$ cat src/rtl/instr_decoder_pkg.sv
// Shared opcode values, FSM state encoding and one-hot line indices for instr_decoder.
package instr_decoder_pkg;

    localparam logic [3:0] OP_LDA = 4'h0;
    localparam logic [3:0] OP_STA = 4'h1;
    localparam logic [3:0] OP_ADD = 4'h2;
    localparam logic [3:0] OP_SUB = 4'h3;
    localparam logic [3:0] OP_XOR = 4'h4;
    localparam logic [3:0] OP_INC = 4'h5;
    localparam logic [3:0] OP_CLR = 4'h6;
    localparam logic [3:0] OP_JMP = 4'h7;
    localparam logic [3:0] OP_JPZ = 4'h8;
    localparam logic [3:0] OP_JPN = 4'h9;
    localparam logic [3:0] OP_HLT = 4'hA;

    localparam int NUM_LINES = 11;
    localparam int IDX_LDA   = 0;
    localparam int IDX_STA   = 1;
    localparam int IDX_ADD   = 2;
    localparam int IDX_SUB   = 3;
    localparam int IDX_XOR   = 4;
    localparam int IDX_INC   = 5;
    localparam int IDX_CLR   = 6;
    localparam int IDX_JMP   = 7;
    localparam int IDX_JPZ   = 8;
    localparam int IDX_JPN   = 9;
    localparam int IDX_HLT   = 10;

    typedef enum logic [1:0] {
        ST_IDLE   = 2'd0,
        ST_DECODE = 2'd1,
        ST_VALID  = 2'd2,
        ST_HALT   = 2'd3
    } state_t;

endpackage

$ cat src/rtl/instr_decoder_opcode_rom.sv
// Combinational opcode lookup: 4-bit opcode to one-hot instruction lines plus illegal flag.
module opcode_rom
    import instr_decoder_pkg::*;
(
    input  logic [3:0]           i_opcode,
    output logic [NUM_LINES-1:0] o_onehot,
    output logic                 o_illegal
);

    always_comb begin
        o_onehot  = '0;
        o_illegal = 1'b0;
        case (i_opcode)
            OP_LDA:  o_onehot[IDX_LDA] = 1'b1;
            OP_STA:  o_onehot[IDX_STA] = 1'b1;
            OP_ADD:  o_onehot[IDX_ADD] = 1'b1;
            OP_SUB:  o_onehot[IDX_SUB] = 1'b1;
            OP_XOR:  o_onehot[IDX_XOR] = 1'b1;
            OP_INC:  o_onehot[IDX_INC] = 1'b1;
            OP_CLR:  o_onehot[IDX_CLR] = 1'b1;
            OP_JMP:  o_onehot[IDX_JMP] = 1'b1;
            OP_JPZ:  o_onehot[IDX_JPZ] = 1'b1;
            OP_JPN:  o_onehot[IDX_JPN] = 1'b1;
            OP_HLT:  o_onehot[IDX_HLT] = 1'b1;
            default: o_illegal = 1'b1;
        endcase
    end

endmodule

$ cat src/rtl/instr_decoder.sv
// Registered instruction decoder with Z/N flags and sticky halt.
// Optional macro ILLEGAL_TRAP_EN: illegal opcodes set illegal/halted and trap into HALT.
module instr_decoder
    import instr_decoder_pkg::*;
#(
    parameter int DATA_W = 8
) (
    input  logic              clock,
    input  logic              startStop,
    input  logic [DATA_W-1:0] instr,
    input  logic              ir_load,
    input  logic [DATA_W-1:0] acc,
    input  logic              flag_load,
    output logic              LDA,
    output logic              STA,
    output logic              ADD,
    output logic              SUB,
    output logic              XOR,
    output logic              INC,
    output logic              CLR,
    output logic              JMP,
    output logic              JPZ,
    output logic              JPN,
    output logic              HLT,
    output logic [DATA_W-5:0] addr,
    output logic              dec_valid,
    output logic              branch_taken,
    output logic              halted,
    output logic              illegal,
    output logic [1:0]        o_state
);

    state_t                r_state, w_state_n;
    logic [DATA_W-1:0]     r_ir, w_ir_n;
    logic                  r_z, w_z_n;
    logic                  r_n, w_n_n;
    logic [NUM_LINES-1:0]  r_lines, w_lines_n;
    logic [DATA_W-5:0]     r_addr, w_addr_n;
    logic                  r_dec_valid, w_dec_valid_n;
    logic                  r_branch, w_branch_n;
    logic                  r_halted, w_halted_n;
    logic [NUM_LINES-1:0]  w_onehot;
    logic                  w_illegal;
    logic                  w_jump;
`ifdef ILLEGAL_TRAP_EN
    logic                  r_illegal, w_illegal_n;
`endif

    opcode_rom u_rom (
        .i_opcode  (r_ir[DATA_W-1:DATA_W-4]),
        .o_onehot  (w_onehot),
        .o_illegal (w_illegal)
    );

    // Branch decision uses the flags held during the DECODE cycle, not this edge's flag_load.
    assign w_jump = w_onehot[IDX_JMP] | (w_onehot[IDX_JPZ] & r_z) | (w_onehot[IDX_JPN] & r_n);
    assign w_z_n  = flag_load ? (acc == '0) : r_z;
    assign w_n_n  = flag_load ? acc[DATA_W-1] : r_n;

    always_comb begin
        w_state_n     = r_state;
        w_ir_n        = r_ir;
        w_lines_n     = r_lines;
        w_addr_n      = r_addr;
        w_dec_valid_n = r_dec_valid;
        w_branch_n    = r_branch;
        w_halted_n    = r_halted;
`ifdef ILLEGAL_TRAP_EN
        w_illegal_n   = r_illegal;
`endif
        case (r_state)
            ST_IDLE, ST_VALID: begin
                if (ir_load) begin
                    w_ir_n        = instr;
                    w_lines_n     = '0;
                    w_dec_valid_n = 1'b0;
                    w_branch_n    = 1'b0;
                    w_state_n     = ST_DECODE;
                end
            end
            ST_DECODE: begin
                w_lines_n     = w_illegal ? '0 : w_onehot;
                w_dec_valid_n = 1'b1;
                w_addr_n      = r_ir[DATA_W-5:0];
                w_branch_n    = w_jump;
                w_state_n     = ST_VALID;
                if (w_onehot[IDX_HLT]) begin
                    w_halted_n = 1'b1;
                    w_state_n  = ST_HALT;
                end
`ifdef ILLEGAL_TRAP_EN
                if (w_illegal) begin
                    w_illegal_n = 1'b1;
                    w_halted_n  = 1'b1;
                    w_state_n   = ST_HALT;
                end
`endif
            end
            ST_HALT: begin
                w_halted_n = 1'b1;
            end
            default: w_state_n = ST_IDLE;
        endcase
    end

    always_ff @(posedge clock) begin
        if (!startStop) r_state <= ST_IDLE;
        else            r_state <= w_state_n;
    end

    always_ff @(posedge clock) begin
        if (!startStop) begin
            r_ir        <= '0;
            r_z         <= 1'b0;
            r_n         <= 1'b0;
            r_lines     <= '0;
            r_addr      <= '0;
            r_dec_valid <= 1'b0;
            r_branch    <= 1'b0;
            r_halted    <= 1'b0;
        end else begin
            r_ir        <= w_ir_n;
            r_z         <= w_z_n;
            r_n         <= w_n_n;
            r_lines     <= w_lines_n;
            r_addr      <= w_addr_n;
            r_dec_valid <= w_dec_valid_n;
            r_branch    <= w_branch_n;
            r_halted    <= w_halted_n;
        end
    end

`ifdef ILLEGAL_TRAP_EN
    always_ff @(posedge clock) begin
        if (!startStop) r_illegal <= 1'b0;
        else            r_illegal <= w_illegal_n;
    end
    assign illegal = r_illegal;
`else
    assign illegal = 1'b0;
`endif

    assign LDA          = r_lines[IDX_LDA];
    assign STA          = r_lines[IDX_STA];
    assign ADD          = r_lines[IDX_ADD];
    assign SUB          = r_lines[IDX_SUB];
    assign XOR          = r_lines[IDX_XOR];
    assign INC          = r_lines[IDX_INC];
    assign CLR          = r_lines[IDX_CLR];
    assign JMP          = r_lines[IDX_JMP];
    assign JPZ          = r_lines[IDX_JPZ];
    assign JPN          = r_lines[IDX_JPN];
    assign HLT          = r_lines[IDX_HLT];
    assign addr         = r_addr;
    assign dec_valid    = r_dec_valid;
    assign branch_taken = r_branch;
    assign halted       = r_halted;
    assign o_state      = r_state;

endmodule

$ cat config.mk
export PLATFORM = sky130hd
export DESIGN_NAME = instr_decoder
export DESIGN_NICKNAME = d
export VERILOG_FILES = /design/src/rtl/instr_decoder_pkg.sv /design/src/rtl/instr_decoder_opcode_rom.sv /design/src/rtl/instr_decoder.sv
export SDC_FILE = /design/constraint.sdc
export NUM_CORES = 1
export LEC_CHECK = 0
export CORE_UTILIZATION = 25
export DETAILED_ROUTE_END_ITERATION = 8
export PLACE_DENSITY_LB_ADDON = 0.05
export RECOVER_POWER = 25
export SETUP_SLACK_MARGIN = 0.5
export SLEW_MARGIN = 20
export SYNTH_ARGS = -nofsm -noshare
export SYNTH_HDL_FRONTEND = slang
export SYNTH_SLANG_ARGS = --single-unit
$ cat constraint.sdc
create_clock -name clock -period 1.72 [get_ports clock]
set_input_delay 0.172 -clock clock [delete_from_list [all_inputs] [get_ports clock]]
set_output_delay 0.172 -clock clock [all_outputs]
set_load 0.02 [all_outputs]
After elaboration in Yosys (flattened, before gate mapping)
Index checks and enable logic that the tools add are counted.

word-level totals
  bits in registers = 30
  bits of input ports = 20
  output and inout port bits = 21
  word-level logic and storage cells = 60

cells by class
  equality and inequality tests = 15
  muxes and demuxes = 22
  bitwise gates (word level) = 4
  reductions and logical operators = 10

operators with widths
  operator            count
  $mux 11             2
  $pmux 11 s2         1
  $eq 4x3->1 const B  4
  $mux 1              14
  $eq 4x4->1 const B  3
  $reduce_or 11->1    1
  $eq 4x2->1 const B  2
  $logic_not 8->1     1
  $pmux 1 s2          3
  $reduce_and 2->1    3
  $eq 2x2->1 const B  2
  $eq 4x1->1 const B  1
  $logic_not 4->1     1
  $ne 2x2->1 const B  2
  $pmux 2 s2          1
  $reduce_bool 2->1   2
  $and 1x1->1         2
  $eq 2x1->1 const B  1
  $logic_not 2->1     1
  $mux 2              1
  $or 1x1->1          2
  $reduce_or 2->1     1

Depth between registers and ports, before layout
Gate-level depths: netlist of the first run.

  depth in word-level cells = 6
  gate-level depth with buffers = 5
  gate-level depth less buffers = 3

Hierarchy
From an unflattened synthesis of the first run, not the netlist that was laid out.

unflattened totals
  cells, all modules = 135
  area, all modules = 1286.2 sq um

modules (own cells, without submodules)
  module         times used  cells an instance  area each (sq um)  seq. area each (sq um)
  instr_decoder  1           117                1176.1             580.6
  opcode_rom     1           18                 110.1              0.0

Least setup slack after synthesis of the first run
OpenSTA, ideal clock, no wires.

  path type = register to register
  start = register r_state[0] (netlist: o_state[0])
  end = register r_lines[3]
  setup time = 0.070 ns
  data arrival time = 1.246 ns
  required time = 1.650 ns
  setup slack = 0.404 ns
  cell stages (with the launch flop) = 4
  path buffers = 0
  clock period less this slack = 1.316 ns
  cells stage by stage = dfxtp_1 nand3b_1 or4b_1 a21boi_1

between the ends
  cells in the longest elaborated chain, start to end = 4
  elaborated cells on any way between the ends = 8
  those cells by class = eq/ne (3); mux (1); reduce/logical (4)

RTL lines
  item                                                                     line                  RTL
  start: declaration                                                       instr_decoder.sv:33   state_t r_state, w_state_n;
  start signal: assignment                                                 instr_decoder.sv:108  else r_state <= w_state_n;
  $eq 2x2->1 / $logic_not 2->1 (equally long branches)                     instr_decoder.sv:71   case (r_state)
  $reduce_or 2->1                                                          instr_decoder.sv:71
  $ne 2x2->1 (no source line) / $reduce_bool 2->1 (equally long branches)  --
  $reduce_and 2->1 (no source line)                                        --
  end signal: assignment                                                   instr_decoder.sv:125  r_lines <= w_lines_n;
  end: declaration                                                         instr_decoder.sv:37   logic [NUM_LINES-1:0] r_lines, w_lines_n;

Parallel ways exist; a longest one is shown, timed or not.
A chain may end at the register's enable or synchronous reset.

Final worst setup path of the first run
  start = register r_state[1] (netlist: o_state[1])
  end = register r_lines[5]

Same word-level chain as after synthesis.

==> results of run 1 <==
synth_stat cells:
cell type / instances
inv_1: 1
or4bb_1: 1
and2b_1: 2
and3_1: 2
o31a_1: 1
o21ai_0: 1
a21boi_1: 2
nand2_1: 16
o21a_1: 1
a21boi_0: 11
or4b_1: 1
nor2b_1: 16
mux2i_1: 5
nor4bb_1: 3
a21oi_1: 1
buf_2: 3
nand3_1: 3
conb_1: 1
dfxtp_1: 29
nand2b_1: 3
a32oi_1: 9
buf_4: 3
nor4b_2: 1
nor4_1: 2
nand4bb_1: 1
nor2_1: 1
nand3b_1: 2
clkbuf_1: 4
kinds of logic (layout without fill, tap and decap cells):
kind of cell / after synthesis / in the layout / share of synthesized area
buffers and inverters: 11 / 56 / 0.04600
other: 1 / 1 / 0.003065
and+or+nand+nor: 54 / 54 / 0.2699
muxes: 5 / 5 / 0.04090
AOI/OAI and AO/OA: 26 / 26 / 0.1656
DFF: 29 / 29 / 0.4744
per-stage QoR:
step / cells / worst slack (ns) / area, um^2 / hold WS (ns)
finish: 238 / 0.3578 / 1821 / 0.4460
global route: 238 / 0.2911 / 1821 / 0.4490
CTS: 235 / 0.3796 / 1767 / 0.4458
detailed placement: 226 / 0.3158 / 1678 / 0.4583
global placement: 226 / 0.3524 / 1678 / 0.4512
floorplan: 126 / 0.5115 / 1226 / 0.3169
registers in the layout, indices dropped and copies added (netlist names):
register,flops
r_lines,11
r_z,1
o_state,2
branch_taken,1
r_ir,8
r_n,1
addr,4
halted,1
power by group:
group          leakage [uW]  internal (uW)  switching, uW
combinational      0.000450            100           80.7
clock             0.0000395            286            237
sequential         0.000239            692           27.2
total              0.000728           1080            345
worst max-delay path: stages (launching register included):
cell	delay [ns]
dfxtp_4	0.36
nand2b_1	0.33
buf_4	0.27
a32oi_1	0.21
nor2b_1	0.07
cell type report:
class / instances / share of cell area
inverters: 1 / 0.002062
well taps: 67 / 0.04605
clock buffers: 8 / 0.04399
repair buffers: 47 / 0.2344
multi-input cells: 86 / 0.3457
flip-flops and latches: 29 / 0.3278
routing by layer:
metal / vias to the layer above / wire (um) / part of all wire
met5: - / 0 / 0
met4: 0 / 38 / 0.012
met3: 2 / 217 / 0.070
met2: 34 / 1376 / 0.44
met1: 490 / 1462 / 0.47
li1: 530 / - / -
worst max-delay path by stage:
stage,end
after floorplan,r_lines[3]
after global placement,r_lines[10]
after detailed placement,r_lines[5]
after CTS,branch_taken
after global routing,r_ir[3]
final,r_lines[5]
what timing repair did:
action                                  4_1_cts  5_1_grt
pin swaps                                     0        2
setup buffers                                 1        3
endpoints found under the setup margin       32       15
gates resized for setup                      28       11
==> run metrics, run 1 <==
status finished, violations left; failing checks design-rule violations; global-route wire length before repair 4.905 mm; worst hold path type input pin to register; via count 1056; Post-DP HPWL 2.144 mm; WP data required 1.88 ns; leakage 0.0007279 uW; PwrDens 781.5 mW/mm^2; Setup TNS 0 ns; GPL Wtd Cong 0.6680; Max Root-Sink Buffers 2; hold path startpoint instr[4]; Core ar. 0.004723 mm^2; most common cell after layout, fill and taps aside dfxtp_1; Vias/cell 4.437; CP startpoint kind register; vias in the first global route 1009; die height 71.96 um; Yosys cell types 28; met3 Use GR 0.06111; Avg WL per Cell 13.00 um; # hold bufs at CTS 0; # port buffers 39; Mapped Area 0.001224 mm^2; Multi-input gate area 629.4 um^2; antenna-violating nets left 0; Syn Inst Count 126; share of cells above drive strength 1 0.1228; hold path cells 3; fin. max-slew vios 0; top cells by area, synth dfxtp_1 47%, nor2b_1 8.2%, a21boi_0 6.7%; RSZ-0062 raised after global routing true; fin util 0.3854; total power 1423 uW; synthesized area per cell 9.712 um^2; DR iter-0 viols 94; Num CTS Buffers 5; FF/Latch Area 596.8 um^2; Syn-to-layout area delta 48.77%; VDD IR max 0.4264 mV; worst r2r src o_state[1]; gr usage total 0.1279; critical path launch point o_state[1]; Tmin final 1.362 ns; # DRC 2; met2 Track Usage GR 0.1824; worst clock skew 0.002423 ns; router iterations before antenna repair 6; CTS Root Cell clkbuf_8; initial antenna violation count 0; CP Capture Type register; flops & latches, synth 29; RR Endpoint r_lines[5]; cells on worst reg2reg path 4; ANT cells 0; Die ar. 0.005178 mm^2; FMAX 0.7341 GHz; Max-Cap Viols 0; # clock sinks 29; final WL 3.094 mm; largest net degree at the start of global routing 30; IO Pins 41; hold endpoint r_ir[4]; met1 GRT Util 0.1629; crit path max fanout 10; period utilization 0.7920; Mapped Nets 146; Skew-Pair Late Insertion Delay 0.28 ns; CTS tree yes; Site Rows 25; Starting Density 0.2591; Seq/Total Area, Yosys 0.4744; crit path DAT 1.52 ns; GR peak layer met2; Reg clk slew, reported paths 0.06 ns; cell taking the most area after synthesis dfxtp_1; FF-to-FF setup slack 0.36 ns; Hold Fails Final Rpt 0; grt total ovfl 0; H-tree levels 2; WS Path Type register to register; NumNets Final 190; die width 71.96 um; Syn. warnings 0; # fillers 491; top cell type's share of synthesized area 0.4744; Setup violations, final 0; commonest cells after routing, fill and taps aside 24 x dfxtp_1, 19 x dlygate4sd2_1, 17 x clkdlybuf4s50_1
No activity file was read; power rests on OpenSTA's default activity.
==> run 2: changes to the inputs <==
==> constraint.sdc (replaced) <==
create_clock -name clock -period 1.1 [get_ports clock]
set_input_delay 0.11 -clock clock [delete_from_list [all_inputs] [get_ports clock]]
set_output_delay 0.11 -clock clock [all_outputs]
set_load 0.02 [all_outputs]
==> run 2 against run 1 <==
The run ends with negative setup slack left. Critical endpoint is now r_lines[3]. Global-route usage increased by 0.77 points. Register-to-register slack lost 0.48 ns. Worst setup slack got worse by 0.48 ns. Via count rose by 9.0%. Non-clock buffer count up 25. Combinational power grew to 2.5 times the previous value. Clock skew up 0.00092 ns. Clock power is 57% higher. Critical path depth down 1. Critical path type unchanged. First-iteration DRC count decreased by 23%. Die area did not move.
==> run metrics, run 2 (synthesis gave the netlist of run 1 again) <==
met1 GRT Util 0.1830 (+0.02009); worst clock skew 0.003339 ns (+0.0009167 ns); VDD IR max 0.4686 mV (+9.9%); Syn-to-layout area delta 84.87%; FMAX 0.8186 GHz (+12%); post-route worst setup slack -0.1215 ns (-0.4793 ns); worst hold slack 0.1261 ns (-0.3199 ns); GR peak layer met2; WP data required 1.31 ns (-0.57 ns); GPL Wtd Cong 0.6890 (+3.1%); Worst path top cell family by delay simple AND/OR/NAND/NOR gates; leakage 0.0009322 uW (+28%); # DRC 0 (-2); share of cells above drive strength 1 0.5612 (+0.4384); met3 Use GR 0.02917 (-0.03194); Core ar. 0.004723 mm^2 (unchanged); Num CTS Buffers 5 (unchanged); largest net degree at the start of global routing 16 (-47%); grt total ovfl 0 (unchanged); Max stage delay on crit path 0.49 ns (+0.13 ns); max reg flops 11 (unchanged); period utilization 1.110 (+0.3185); CTS tree yes; fin. max-slew vios 0 (unchanged); Vias/cell 4.376 (-1.4%); Reg clk slew, reported paths 0.06 ns (about the same); via count 1151 (+9.0%); PwrDens 1057 mW/mm^2 (+35%); DR iter-0 viols 72 (-23%); cells on worst reg2reg path 3 (-1); Max-Cap Viols 0 (unchanged); RSZ-0062 raised after global routing true; Skew-Pair Late Insertion Delay 0.28 ns (about the same); Tmin final 1.222 ns (-0.1407 ns); CP Capture Type register; CTS Root Cell clkbuf_8; worst path bufs/invs 0 (-1); vias in the first global route 1102 (+9.2%); met2 Track Usage GR 0.2002 (+0.01782); largest reg by FF count r_lines; CP startpoint kind register; hold path cells 4 (+1); Site Rows 25 (unchanged); die height 71.96 um (unchanged); # port buffers 39 (unchanged); final WL 3.333 mm (+7.7%); Slowest cell on crit path or4b_1; crit path DAT 1.44 ns (-0.08 ns); Post-DP HPWL 2.106 mm (-1.8%); ANT cells 0 (unchanged); global-route wire length before repair 5.271 mm (+7.5%); status finished, violations left; router iterations before antenna repair 4 (-2); worst hold path type input pin to register; # fillers 451 (-8.1%); H-tree levels 2 (unchanged); CP cell instances nand3b_1, or4b_1, a21boi_1; Hold Fails Final Rpt 0 (unchanged); WS Path Type register to register; NumNets Final 215 (+13%); # clock sinks 29 (unchanged); Setup violations, final 16 (+16); gr usage total 0.1356 (+0.007719); commonest cells after routing, fill and taps aside 24 x buf_4, 24 x buf_6, 19 x dfxtp_2; Starting Density 0.2591 (unchanged); Max Root-Sink Buffers 2 (unchanged); Die ar. 0.005178 mm^2 (unchanged); Avg WL per Cell 12.67 um (-2.5%); antenna-violating nets left 0 (unchanged); initial antenna violation count 0 (unchanged); die width 71.96 um (unchanged); failing checks negative setup slack; crit path max fanout 4 (-6); Crit path depth 3 (-1); IO Pins 41 (unchanged); fin util 0.4789 (+0.09351)
run 2: cell types whose count changed in the layout (fill, tap and decap cells not counted), sizes merged:
| cell | previous run | this run |
|---|---|---|
| buf | 7 | 52 |
| dlygate4sd2 | 19 | 3 |
| clkdlybuf4s50 | 17 | 9 |
| clkdlybuf4s15 | 1 | 5 |
| clkinv | 0 | 3 |
| clkbuf | 9 | 7 |
| dlygate4sd3 | 2 | 0 |
| bufbuf | 0 | 1 |
run 2: final cells by class:
type                            count  area, um^2  area share
Clock buffer                        5       68.82     0.03042
Inverter                            1       3.754    0.001659
Tap cell                           67       83.83     0.03706
Timing Repair Buffer               72       730.7      0.3230
Sequential cell                    29       615.6      0.2721
Multi-Input combinational cell     86       747.0      0.3302
Clock inverter                      3       12.51    0.005531
run 2: per-stage QoR:
stage	instance area, um^2	worst slack [ns]	power (uW)	TNS (ns)	instances
floorplan	1294	-0.08186	1307	-0.1617	126
global placement	1856	-0.1797	1481	-2.218	243
detailed placement	1856	-0.1997	1486	-3.001	243
CTS	2097	-0.1175	2357	-1.063	257
global route	2262	-0.1930	2495	-2.064	263
finish	2262	-0.1215	2391	-0.9748	263
run 2: where the power goes:
part / switching, uW / total (uW) / internal, uW
combinational: 187 / 454 / 266
clock: 395 / 820 / 424
sequential: 33.3 / 1120 / 1080
total: 616 / 2390 / 1770
run 2: path summary, 6_finish.rpt:
check | start | slack [ns] | to
min reg2reg | r_ir[1] | 0.46 | r_ir[1]
max reg2reg | o_state[1] | -0.12 | r_lines[3]
min | acc[2] | 0.13 | r_z
max | o_state[1] | -0.12 | r_lines[3]
run 2: timing repair:
item,in CTS,in global routing
buffers inserted,5,5
hold buffers,0,0
pin swaps,9,8
gates cloned,1,1
setup endpoints to repair,49,49
gates resized for setup,170,35
run 2: metal layers:
metal / vias up / part of all wire
met5: - / 0
met2: 38 / 0.45
li1: 580 / -
met3: 7 / 0.048
met4: 0 / 0.020
met1: 526 / 0.48
run 2: worst min-delay path: stages:
cell	delay [ns]
clkbuf_2	0.08
nor4_2	0.04
nand3_1	0.07
a21boi_1	0.05
==> run 3: changes to the inputs <==
--- a/config.mk
+++ b/config.mk
@@ -5,6 +5,7 @@
 export SDC_FILE = /design/constraint.sdc
 export NUM_CORES = 1
 export LEC_CHECK = 0
+export CAP_MARGIN = 20
 export CORE_UTILIZATION = 25
 export DETAILED_ROUTE_END_ITERATION = 8
 export PLACE_DENSITY_LB_ADDON = 0.05
==> results of run 3 <==
Final layout, timing and power as in run 2 (identical DEF).
